===== src/rtl/sseg_mux_bcd.sv =====
// sseg_mux_bcd: four-digit multiplexed BCD seven-segment driver with per-frame
// input shadowing, leading-zero blanking and registered active-low outputs.
module sseg_mux_bcd #(
  parameter int REFRESH_DIV = 50000
) (
  input  logic        clk,
  input  logic        reset_n,
  input  logic        enable,
  input  logic [15:0] bcd,
  input  logic [3:0]  dp_in,
  input  logic        blank_lz,
  output logic [3:0]  an,
  output logic [6:0]  sseg,
  output logic        dp,
  output logic        frame_tick
);
  localparam int W = $clog2(REFRESH_DIV);
  localparam logic [W-1:0] LAST = W'(REFRESH_DIV - 1);
  logic [W-1:0] presc_q, presc_d;
  logic [1:0]   idx_q, idx_d;
  logic [15:0]  sh_bcd_q, sh_bcd_d;
  logic [3:0]   sh_dp_q, sh_dp_d;
  logic [3:0]   an_q, an_d;
  logic [6:0]   sseg_q, sseg_d, pat;
  logic         dp_q, dp_d, ft_q, ft_d;
  logic         tick, cap, blank;
  logic [3:0]   dig, zero, lz;
  assign an = an_q;
  assign sseg = sseg_q;
  assign dp = dp_q;
  assign frame_tick = ft_q;
  always_comb begin
    tick = enable && presc_q == LAST;
    cap = tick && idx_q == 2'd3;
    presc_d = !enable ? presc_q : tick ? '0 : presc_q + 1'b1;
    idx_d = tick ? idx_q + 2'd1 : idx_q;
    sh_bcd_d = cap ? bcd : sh_bcd_q;
    sh_dp_d = cap ? dp_in : sh_dp_q;
    ft_d = cap;
    dig = sh_bcd_q[{idx_q, 2'b00} +: 4];
    zero = {sh_bcd_q[15:12] == 4'd0, sh_bcd_q[11:8] == 4'd0, sh_bcd_q[7:4] == 4'd0, sh_bcd_q[3:0] == 4'd0};
    // lz[i]: digit i and every digit above it are zero; digit 0 is never a leading zero
    lz = {zero[3], &zero[3:2], &zero[3:1], 1'b0};
    blank = blank_lz && lz[idx_q] && !sh_dp_q[idx_q];
    case (dig)
      4'd0:    pat = 7'h40;
      4'd1:    pat = 7'h79;
      4'd2:    pat = 7'h24;
      4'd3:    pat = 7'h30;
      4'd4:    pat = 7'h19;
      4'd5:    pat = 7'h12;
      4'd6:    pat = 7'h02;
      4'd7:    pat = 7'h78;
      4'd8:    pat = 7'h00;
      4'd9:    pat = 7'h10;
      default: pat = 7'h3F;
    endcase
    sseg_d = blank ? 7'h7F : pat;
    an_d = ~(4'b0001 << idx_q);
    dp_d = ~sh_dp_q[idx_q];
  end
  always_ff @(posedge clk or negedge reset_n) begin
    if (!reset_n) begin
      presc_q <= '0;
      idx_q <= 2'd0;
      sh_bcd_q <= 16'h0000;
      sh_dp_q <= 4'h0;
      an_q <= 4'hF;
      sseg_q <= 7'h7F;
      dp_q <= 1'b1;
      ft_q <= 1'b0;
    end else begin
      presc_q <= presc_d;
      idx_q <= idx_d;
      sh_bcd_q <= sh_bcd_d;
      sh_dp_q <= sh_dp_d;
      an_q <= an_d;
      sseg_q <= sseg_d;
      dp_q <= dp_d;
      ft_q <= ft_d;
    end
  end
endmodule


===== config.mk =====
export PLATFORM = sky130hd
export DESIGN_NAME = sseg_mux_bcd
export DESIGN_NICKNAME = d
export VERILOG_FILES = /design/src/rtl/sseg_mux_bcd.sv
export SDC_FILE = /design/constraint.sdc
export NUM_CORES = 1
export LEC_CHECK = 0
export CAP_MARGIN = 20
export CORE_MARGIN = 1
export CORE_UTILIZATION = 35
export DETAILED_ROUTE_END_ITERATION = 16
export PLACE_DENSITY_LB_ADDON = 0.25
export SLEW_MARGIN = 30
export SYNTH_ARGS = -nofsm -noshare
export SYNTH_HDL_FRONTEND = slang
export SYNTH_SLANG_ARGS = --single-unit

===== constraint.sdc =====
create_clock -name clk -period 2.2 [get_ports clk]
set_input_delay 0.33 -clock clk [delete_from_list [all_inputs] [get_ports clk]]
set_output_delay 0.33 -clock clk [all_outputs]
set_load 0.05 [all_outputs]

# Yosys cells after proc, flatten, opt, wreduce, memory -nomap -nowiden
# Memory sizes are Yosys's and may differ from the RTL's.
# Index checks and enable logic that the tools add are counted.
[word_totals]
output_inout_bits = 13
regBits = 51
word_cells = 34
mem_count = 1
romBits = 112
[op_classes]
n_bitwise = 2
addsub = 2
magnitude_cmp = 1
eq_ne = 2
n_mux = 6
reduce_logical = 10
n_shift = 2
[memory_table]
columns = ["name", "depth", "word_bits", "rd", "rd_ports_with_merged_regs", "write_ports", "line", "rtl"]
rows = [
  ["(name not given)", 16, 7, 1, 0, 0, "45", "case (dig)"],
]
[ops]
columns = ["op", "n"]
rows = [
  ["$add 16x1->16 const B", 1],
  ["$eq 16x16->1 const B", 1],
  ["$mux 16", 1],
  ["$shiftx 16x5->4", 1],
  ["$logic_not 4->1", 3],
  ["$mux 7", 1],
  ["$bmux 1 s2", 2],
  ["$logic_and 1x1->1", 4],
  ["$not 4->4", 1],
  ["$shl 1x2->4 const A", 1],
  ["$lt 2x3->1 const B", 1],
  ["$reduce_and 3->1", 1],
  ["$add 2x1->2 const B", 1],
  ["$eq 2x2->1 const B", 1],
  ["$mux 1", 2],
  ["$reduce_and 2->1", 1],
  ["$logic_not 1->1", 1],
  ["$not 1->1", 1],
]

# Longest topological paths before layout
# Gate-level depths: netlist of run 1.
[depth]
ltp_word = 7
mapped_depth = 8
ltp_nobuf = 7

# Least setup slack after synthesis of run 1
# No wires, ideal clock.
[synth_timing]
path_kind = "reg2reg"
from = "register presc_q[7]"
to = "register sh_bcd_q[0]"
period_less_slack_ps = 1900
slack_ps = 300
path_stages_with_launch = 6
path_buffers = 1
t_arrival_ps = 1775
path_cell_list = "dfrtp_1 or4b_4 nor4_4 nand2_2 buf_6 mux2_4"
[synth_between]
elab_chain_cells = 3
[synth_rtl]
columns = ["item", "line", "rtl"]
rows = [
  ["start: declaration", "19", "logic [W-1:0] presc_q, presc_d;"],
  ["start signal: assignment", "73", "presc_q <= presc_d;"],
  ["$eq 16x16->1", "33", "tick = enable && presc_q == LAST;"],
  ["$logic_and 1x1->1", "33", ""],
  ["$logic_and 1x1->1", "34", "cap = tick && idx_q == 2'd3;"],
  ["end signal: assignment", "66", "sh_bcd_q <= 16'h0000;"],
  ["end signal: assignment", "75", "sh_bcd_q <= sh_bcd_d;"],
  ["end: declaration", "21", "logic [15:0] sh_bcd_q, sh_bcd_d;"],
]
# Every way passes these cells.
# A chain may end at the register's enable or synchronous reset.

# Worst setup path after layout of run 1
[layout_timing]
from = "register dp_q, in the netlist dp"
to = "output dp"
[layout_rtl]
columns = ["item", "line", "rtl"]
rows = [
  ["start: declaration", "25", "logic dp_q, dp_d, ft_q, ft_d;"],
  ["start signal: assignment", "79", "dp_q <= dp_d;"],
  ["end: declaration", "14", "output logic dp,"],
]
# No word-level cell between the ends.

==> metrics.md, run 1 <==
| Metric | Value |
|---|---|
| Status | completed |
| WP data required | 1.87 ns |
| Setup TNS | 0 ns |
| Dpl hpwl | 3490 µm |
| Yosys warnings | 0 |
| Num Clock Sinks | 51 |
| Synthesized instance count | 194 |
| Least-Margin Pin Slew | 0.496 ns |
| Slew Viols, Final | 0 |
| Setup violations, final | 0 |
| Logic pwr share | 12.3% |
| Slew headroom | 66.9% |
| Startpoint Class | register |
| Final period util | 88.8% |
| Longest Clk Path Bufs | 2 |
| Final Cell Area | 3100 µm² |
| CP cell instances | clkdlybuf4s50_1 |
| Via Count | 1574 |
| Power per standard cell area | 599 nW/µm² |
| Max-Cap Viols | 0 |
| WL per Instance | 13.9 µm |
| Post-synth EDFFs | 0 |
| CTS Buf Count | 5 |
| Number of global-route vias before repair | 1599 |
| H-tree depth | 2 |
| Largest net degree at the start of global routing | 21 |
| Net switching power | 0.000478 W |
| DRT Pass-1 Iters | 5 |
| Gp weighted congestion | 0.757 |
| CTS tree | built |
| Port-buffer cells | 36 |
| Buffer and inverter count on the worst path | 1 |
| Most frequent cells in the layout | dfrtp_1 (39), clkdlybuf4s50_1 (35), mux2_4 (20) |
| PostCTS Resize Cnt | 0 |
| Syn_nets | 228 |
| Synth unique cells | 39 |
| Critical path's top delay family | buffers and inverters |
| Critical path type | reg -> out |
| Clk slew on worst S/H paths | 0.09 ns |
| First-pass GRT wire length | 7820 µm |
| Flop-to-flop setup slack | 0.26 ns |
| Die Wd | 86.3 µm |
| Clock Skew | 0.00841 ns |
| Area after DPL | 3000 µm² |
| Synthesized area | 2480 µm² |
| Cell depth of the worst setup path | 1 |
| Crit path launch | dp |
| Grt ovf | 0 |
| Drt total wl | 4700 µm |
| Shortest period the worst path allows | 1.95 ns |
| Starting Density | 36.4% |
| Max Clock Freq | 512 MHz |
| P_leak | 1.47 nW |
| Critical path arrival | 1.62 ns |
| Peak VDD IR | 287 µV |
| First DRT Iteration DRCs | 93 |
| Nets | 275 |
| Worst Reg2Reg Path Length in Cells | 5 |
| Overall routing resource usage | 13.9% |
| N_diodes | 0 |
| Antenna violations before repair | 0 |
| Rows | 30 |
| Most common library cell in the layout ignoring fill and taps | dfrtp_1 |
| Die area | 7440 µm² |
| DRC | 0 |
| IO Pins | 37 |
| Die H | 86.3 µm |
| Slowest cell on crit path | clkdlybuf4s50_1 |
| Switching Share | 25.7% |
| Post-synth top area cell | dfrtp_1 |
| Sequential share of the synthesized area | 52.0% |
| Register bit total from synthesis | 51 |
| Top cell type's share of synthesized area | 39.3% |
| Worst Path Max Fanout | 1 |
| Core footprint | 6830 µm² |
| Clock network fraction of total power | 30.1% |
| Final ANT Viol Nets | 0 |
| Asr flop ratio synth | 100% |
| Reg-to-Reg End | sseg[1] |
| Unrepaired setup endpoints after global routing | false |
| Clk_lat worst skew | 0.30 ns |
| DR vias/cell | 4.66 |
| Crit. End Element | primary output |
| HP Class | in -> async |
| Primary FF master, synth | dfrtp_1 |
| Int Power | 0.00138 W |
| R2r startpoint | idx_q[1] |
| Critical Path Max Stage Delay | 0.79 ns |
| Syn_area_per_cell | 12.8 µm² |
| Synth-to-Final Area Change | 24.8% |
| Clock Root Buffer | clkbuf_8 |
| Share of cells above drive strength 1 | 24.4% |
| Power share of the sequential group | 57.7% |
| Final hold vios | 0 |
| Top cells by area, synth | dfrtp_1 (39%), dfstp_2 (13%), mux2_4 (12%), ha_1 (5.0%), mux4_2 (4.5%) |
[kinds of logic (layout without fill, tap and decap cells)]
family	after synthesis	count (layout)	synth area share, %
AO/OA/AOI/OAI	18	18	4.18
multiplexers	27	27	17.5
AND/OR/NAND/NOR	55	55	13.2
XOR/XNOR	12	12	4.23
flip-flops	51	51	52.0
buffers and inverters	21	69	3.88
adder cells (fa/ha/maj)	10	10	5.04
[power groups by stage]
stage                     logic, W  clock network, W  registers [W]
after floorplan           0.000110                 0        0.00109
after global placement    0.000224                 0        0.00109
after detailed placement  0.000231                 0        0.00109
after CTS                 0.000232          0.000579        0.00107
after global routing      0.000252          0.000621        0.00109
final                     0.000228          0.000559        0.00107
[through the flow]
stage | util [%] | worst slack [ns] | total power [W] | std cells | hold slack, ns
final | 45.4 | 0.246 | 0.00186 | 338 | 0.483
after global routing | 45.4 | 0.100 | 0.00196 | 338 | 0.509
after CTS | 45.4 | 0.231 | 0.00188 | 338 | 0.499
after detailed placement | 43.9 | 0.115 | 0.00132 | 329 | 0.298
after global placement | 43.9 | 0.118 | 0.00131 | 329 | 0.298
after floorplan | - | 0.300 | 0.00120 | 194 | 0.0344
[flip-flops by register name, summed over array words and instances (netlist names)]
| signal | flops |
|---|---|
| an | 4 |
| sseg | 7 |
| frame_tick | 1 |
| sh_dp_q | 4 |
| idx_q | 2 |
| presc_q | 16 |
| sh_bcd_q | 16 |
| dp | 1 |
[metal layers]
layer | vias up | share of wire [%] | global-route usage (%)
met3 | 5 | 3.4 | 3.14
met4 | 0 | 1.6 | 5.45
met2 | 31 | 46 | 21.6
met1 | 765 | 49 | 18.8
met5 | - | 0 | 0
li1 | 773 | - | -
[how the worst max path moves through the flow]
stage	slack, ns	to
final	0.25	dp
after global routing	0.10	sseg[4]
after CTS	0.23	dp
after detailed placement	0.12	presc_q[15]
after global placement	0.12	presc_q[15]
after floorplan	0.30	sh_bcd_q[0]
[cell usage after synthesis (3+ instances only)]
cell and n:
nand3_1 6, dfstp_2 12, a21oi_1 4, nor2_1 10
and4_1 3, dfrtp_1 39, xor2_1 8, ha_1 10
mux2_4 20, inv_1 15, nand4_1 3, mux4_2 5
nor3_1 3, and3_1 4, nand2_1 9, o21ai_0 8
xnor2_1 4
[layout make-up]
type,instances,area [µm²]
well taps,96,120
inverters,15,56.3
repair buffers,46,445
flip-flops and latches,51,1290
multi-input cells,122,1100
clock inverters,1,5.00
fillers,656,3730
clock buffers,7,86.3
[timing repair]
| action | CTS | global route |
|---|---|---|
| hold buffers | 1 | 0 |
| hold endpoints to repair | 7 | 0 |
| setup buffers | 0 | 0 |
Power figures use the tool's default switching activity.
==> run 2, diff against run 1 <==
Settings changed: DONT_BUFFER_PORTS set to 1.
==> metrics.md, run 2 (synthesis gave the netlist of run 1 again) <==
| Metric | Value |
|---|---|
| Via Count | 1443 (was 1574) |
| H-tree depth | 2 (unchanged) |
| DRC | 0 (unchanged) |
| Slew Viols, Final | 0 (unchanged) |
| Setup TNS | 0 ns (unchanged) |
| N_diodes | 0 (unchanged) |
| Clk slew on worst S/H paths | 0.10 ns (was 0.09 ns) |
| WL per Instance | 15.0 µm (was 13.9 µm) |
| Hold_ws | 0.123 ns (was 0.483 ns) |
| Post-Layout Cell Count | 300 (was 338) |
| Slowest cell on crit path | or4b_4 (was clkdlybuf4s50_1) |
| Worst Reg2Reg Path Length in Cells | 5 (unchanged) |
| Num Clock Sinks | 51 (unchanged) |
| Clk_lat worst skew | 0.30 ns (about the same) |
| Flop-to-flop setup slack | 0.26 ns (about the same) |
| Worst Path Max Fanout | 20 (was 1) |
| Largest net degree at the start of global routing | 52 (was 21) |
| Share of cells above drive strength 1 | 27.5% (was 24.4%) |
| Gp weighted congestion | 0.738 (was 0.757) |
| First DRT Iteration DRCs | 78 (was 93) |
| Port-buffer cells | 0 (was 36) |
| Nets | 237 (was 275) |
| Critical Path Max Stage Delay | 0.56 ns (was 0.79 ns) |
| Dpl hpwl | 3240 µm (was 3490 µm) |
| Dpl ws | 0.260 ns (was 0.115 ns) |
| Max Clock Freq | 515 MHz (was 512 MHz) |
| Number of global-route vias before repair | 1453 (was 1599) |
| Crit path to | sh_bcd_q[6] (was dp) |
| Status | completed (unchanged) |
| DRT Pass-1 Iters | 4 (was 5) |
| Met1 Use GR | 17.8% (was 18.8%) |
| Crit path launch | presc_q[7] (was dp) |
| Grt met3 use | 4.57% (was 3.14%) |
| Final hold vios | 0 (unchanged) |
| Grt ovf | 0 (unchanged) |
| Met2 Resource Use GR | 20.4% (was 21.6%) |
| Die area | 7440 µm² (unchanged) |
| Slew headroom | 64.8% (was 66.9%) |
| Shortest period the worst path allows | 1.94 ns (was 1.95 ns) |
| Peak VDD IR | 239 µV (was 287 µV) |
| Longest Clk Path Bufs | 2 (unchanged) |
| Critical path type | reg -> reg (was reg -> out) |
| Core footprint | 6830 µm² (unchanged) |
| Most frequent cells in the layout | dfrtp_1 (39), mux2_4 (20), inv_1 (15) (was dfrtp_1 (39), clkdlybuf4s50_1 (35), mux2_4 (20)) |
| CTS Buf Count | 5 (unchanged) |
| Reg-to-Reg End | sh_bcd_q[6] (was sseg[1]) |
| Critical path arrival | 2.14 ns (was 1.62 ns) |
| First-pass GRT wire length | 7530 µm (was 7820 µm) |
| Unrepaired setup endpoints after global routing | false (unchanged) |
| Die Wd | 86.3 µm (unchanged) |
| Final period util | 88.2% (was 88.8%) |
| Setup ws final | 0.260 ns (was 0.246 ns) |
| WP data required | 2.40 ns (was 1.87 ns) |
| HP Class | in -> reg (was in -> async) |
| Synth-to-Final Area Change | 11.5% (was 24.8%) |
| Crit. End Element | register (was primary output) |
| Final ANT Viol Nets | 0 (unchanged) |
| Starting Density | 36.4% (unchanged) |
| Setup Buffers After CTS | 0 (unchanged) |
| Least-Margin Pin Slew | 0.527 ns (was 0.496 ns) |
| Startpoint Class | register (unchanged) |
| R2r startpoint | presc_q[7] (was idx_q[1]) |
| Placed insts | 290 (was 329) |
| Clock Skew | 0.00705 ns (was 0.00841 ns) |
| P_leak | 1.33 nW (was 1.47 nW) |
| Most common library cell in the layout ignoring fill and taps | dfrtp_1 (unchanged) |
| CTS tree | built (unchanged) |
| IO Pins | 37 (unchanged) |
| Power per standard cell area | 689 nW/µm² (was 599 nW/µm²) |
| Overall routing resource usage | 13.3% (was 13.9%) |
| Setup violations, final | 0 (unchanged) |
| Rows | 30 (unchanged) |
| Die H | 86.3 µm (unchanged) |
| Most Crowded Layer GR | met2 (unchanged) |
| DR vias/cell | 4.81 (was 4.66) |
| Drt total wl | 4510 µm (was 4700 µm) |
| CP cell instances | or4b_4 > nor4_4 > nand2_2 > buf_12 > mux2_4 (was clkdlybuf4s50_1) |
| Antenna violations before repair | 0 (unchanged) |
| Clock Root Buffer | clkbuf_8 (unchanged) |
| Max-Cap Viols | 0 (unchanged) |
[run 2: cell count changes in the layout (fill, tap and decap cells not counted)]
cell,previous run,this run
clkbuf_1,1,0
buf_2,1,0
clkinv_2,1,0
inv_6,0,1
buf_16,0,1
clkbuf_8,6,5
buf_4,8,5
clkinv_1,0,1
clkdlybuf4s50_1,35,0
bufinv_16,0,1
[run 2: timing repair]
action / CTS / global route
hold buffers: 2 / 0
resized for setup: 0 / 0
endpoints found under the hold margin: 51 / 0
[run 2: worst min-delay path by stage]
stage | cells after the start | slack, ns | from | end
final | 1 | 0.12 | enable | presc_q[1]
after global routing | 1 | 0.12 | enable | presc_q[1]
after CTS | 1 | 0.12 | enable | presc_q[1]
after detailed placement | 0 | 0.04 | reset_n | presc_q[14]
after global placement | 0 | 0.04 | reset_n | sh_dp_q[2]
after floorplan | 0 | 0.03 | reset_n | frame_tick
[run 2: report_power, final]
part / switching [W] / internal, W / leakage [nW] / total (W)
registers: 0.0000832 / 0.00101 / 0.650 / 0.00109
logic: 0.0000772 / 0.0000765 / 0.624 / 0.000154
clock network: 0.000325 / 0.000340 / 0.0562 / 0.000664
[run 2: layer usage]
metal | routed length (µm) | vias up
met4 | 62 | 0
met5 | 0 | -
li1 | - | 698
met3 | 258 | 6
met1 | 2130 | 703
met2 | 2060 | 36
[run 2: critical path: cells and delay by family (launching register included)]
kind                   cells  cell delay (ns)
AND/OR/NAND/NOR            3             0.94
flip-flops                 1             0.40
buffers and inverters      1             0.18
multiplexers               1             0.30
[run 2: cell type report]
class | instances | area (µm²)
fill | 659 | 4060
sequential | 51 | 1290
multi-input combinational | 122 | 1100
tap | 96 | 120
timing repair buffer | 8 | 95.1
clock buffer | 5 | 68.8
inverter | 15 | 56.3
clock inverter | 3 | 42.5
[run 2: stage by stage]
step           total power, W  cell area, µm²  util [%]
2_1_floorplan         0.00120            2480         -
3_3_place_gp          0.00124            2620      38.4
3_5_place_dp          0.00124            2620      38.4
4_1_cts               0.00193            2770      40.6
5_1_grt               0.00200            2770      40.6
6_report              0.00191            2770      40.6
==> run 3, diff against run 2 <==
Settings changed: CTS_CLUSTER_DIAMETER set to 60.
==> results of run 3 <==
The final DEF is identical to that of run 2; final timing and power are the same.
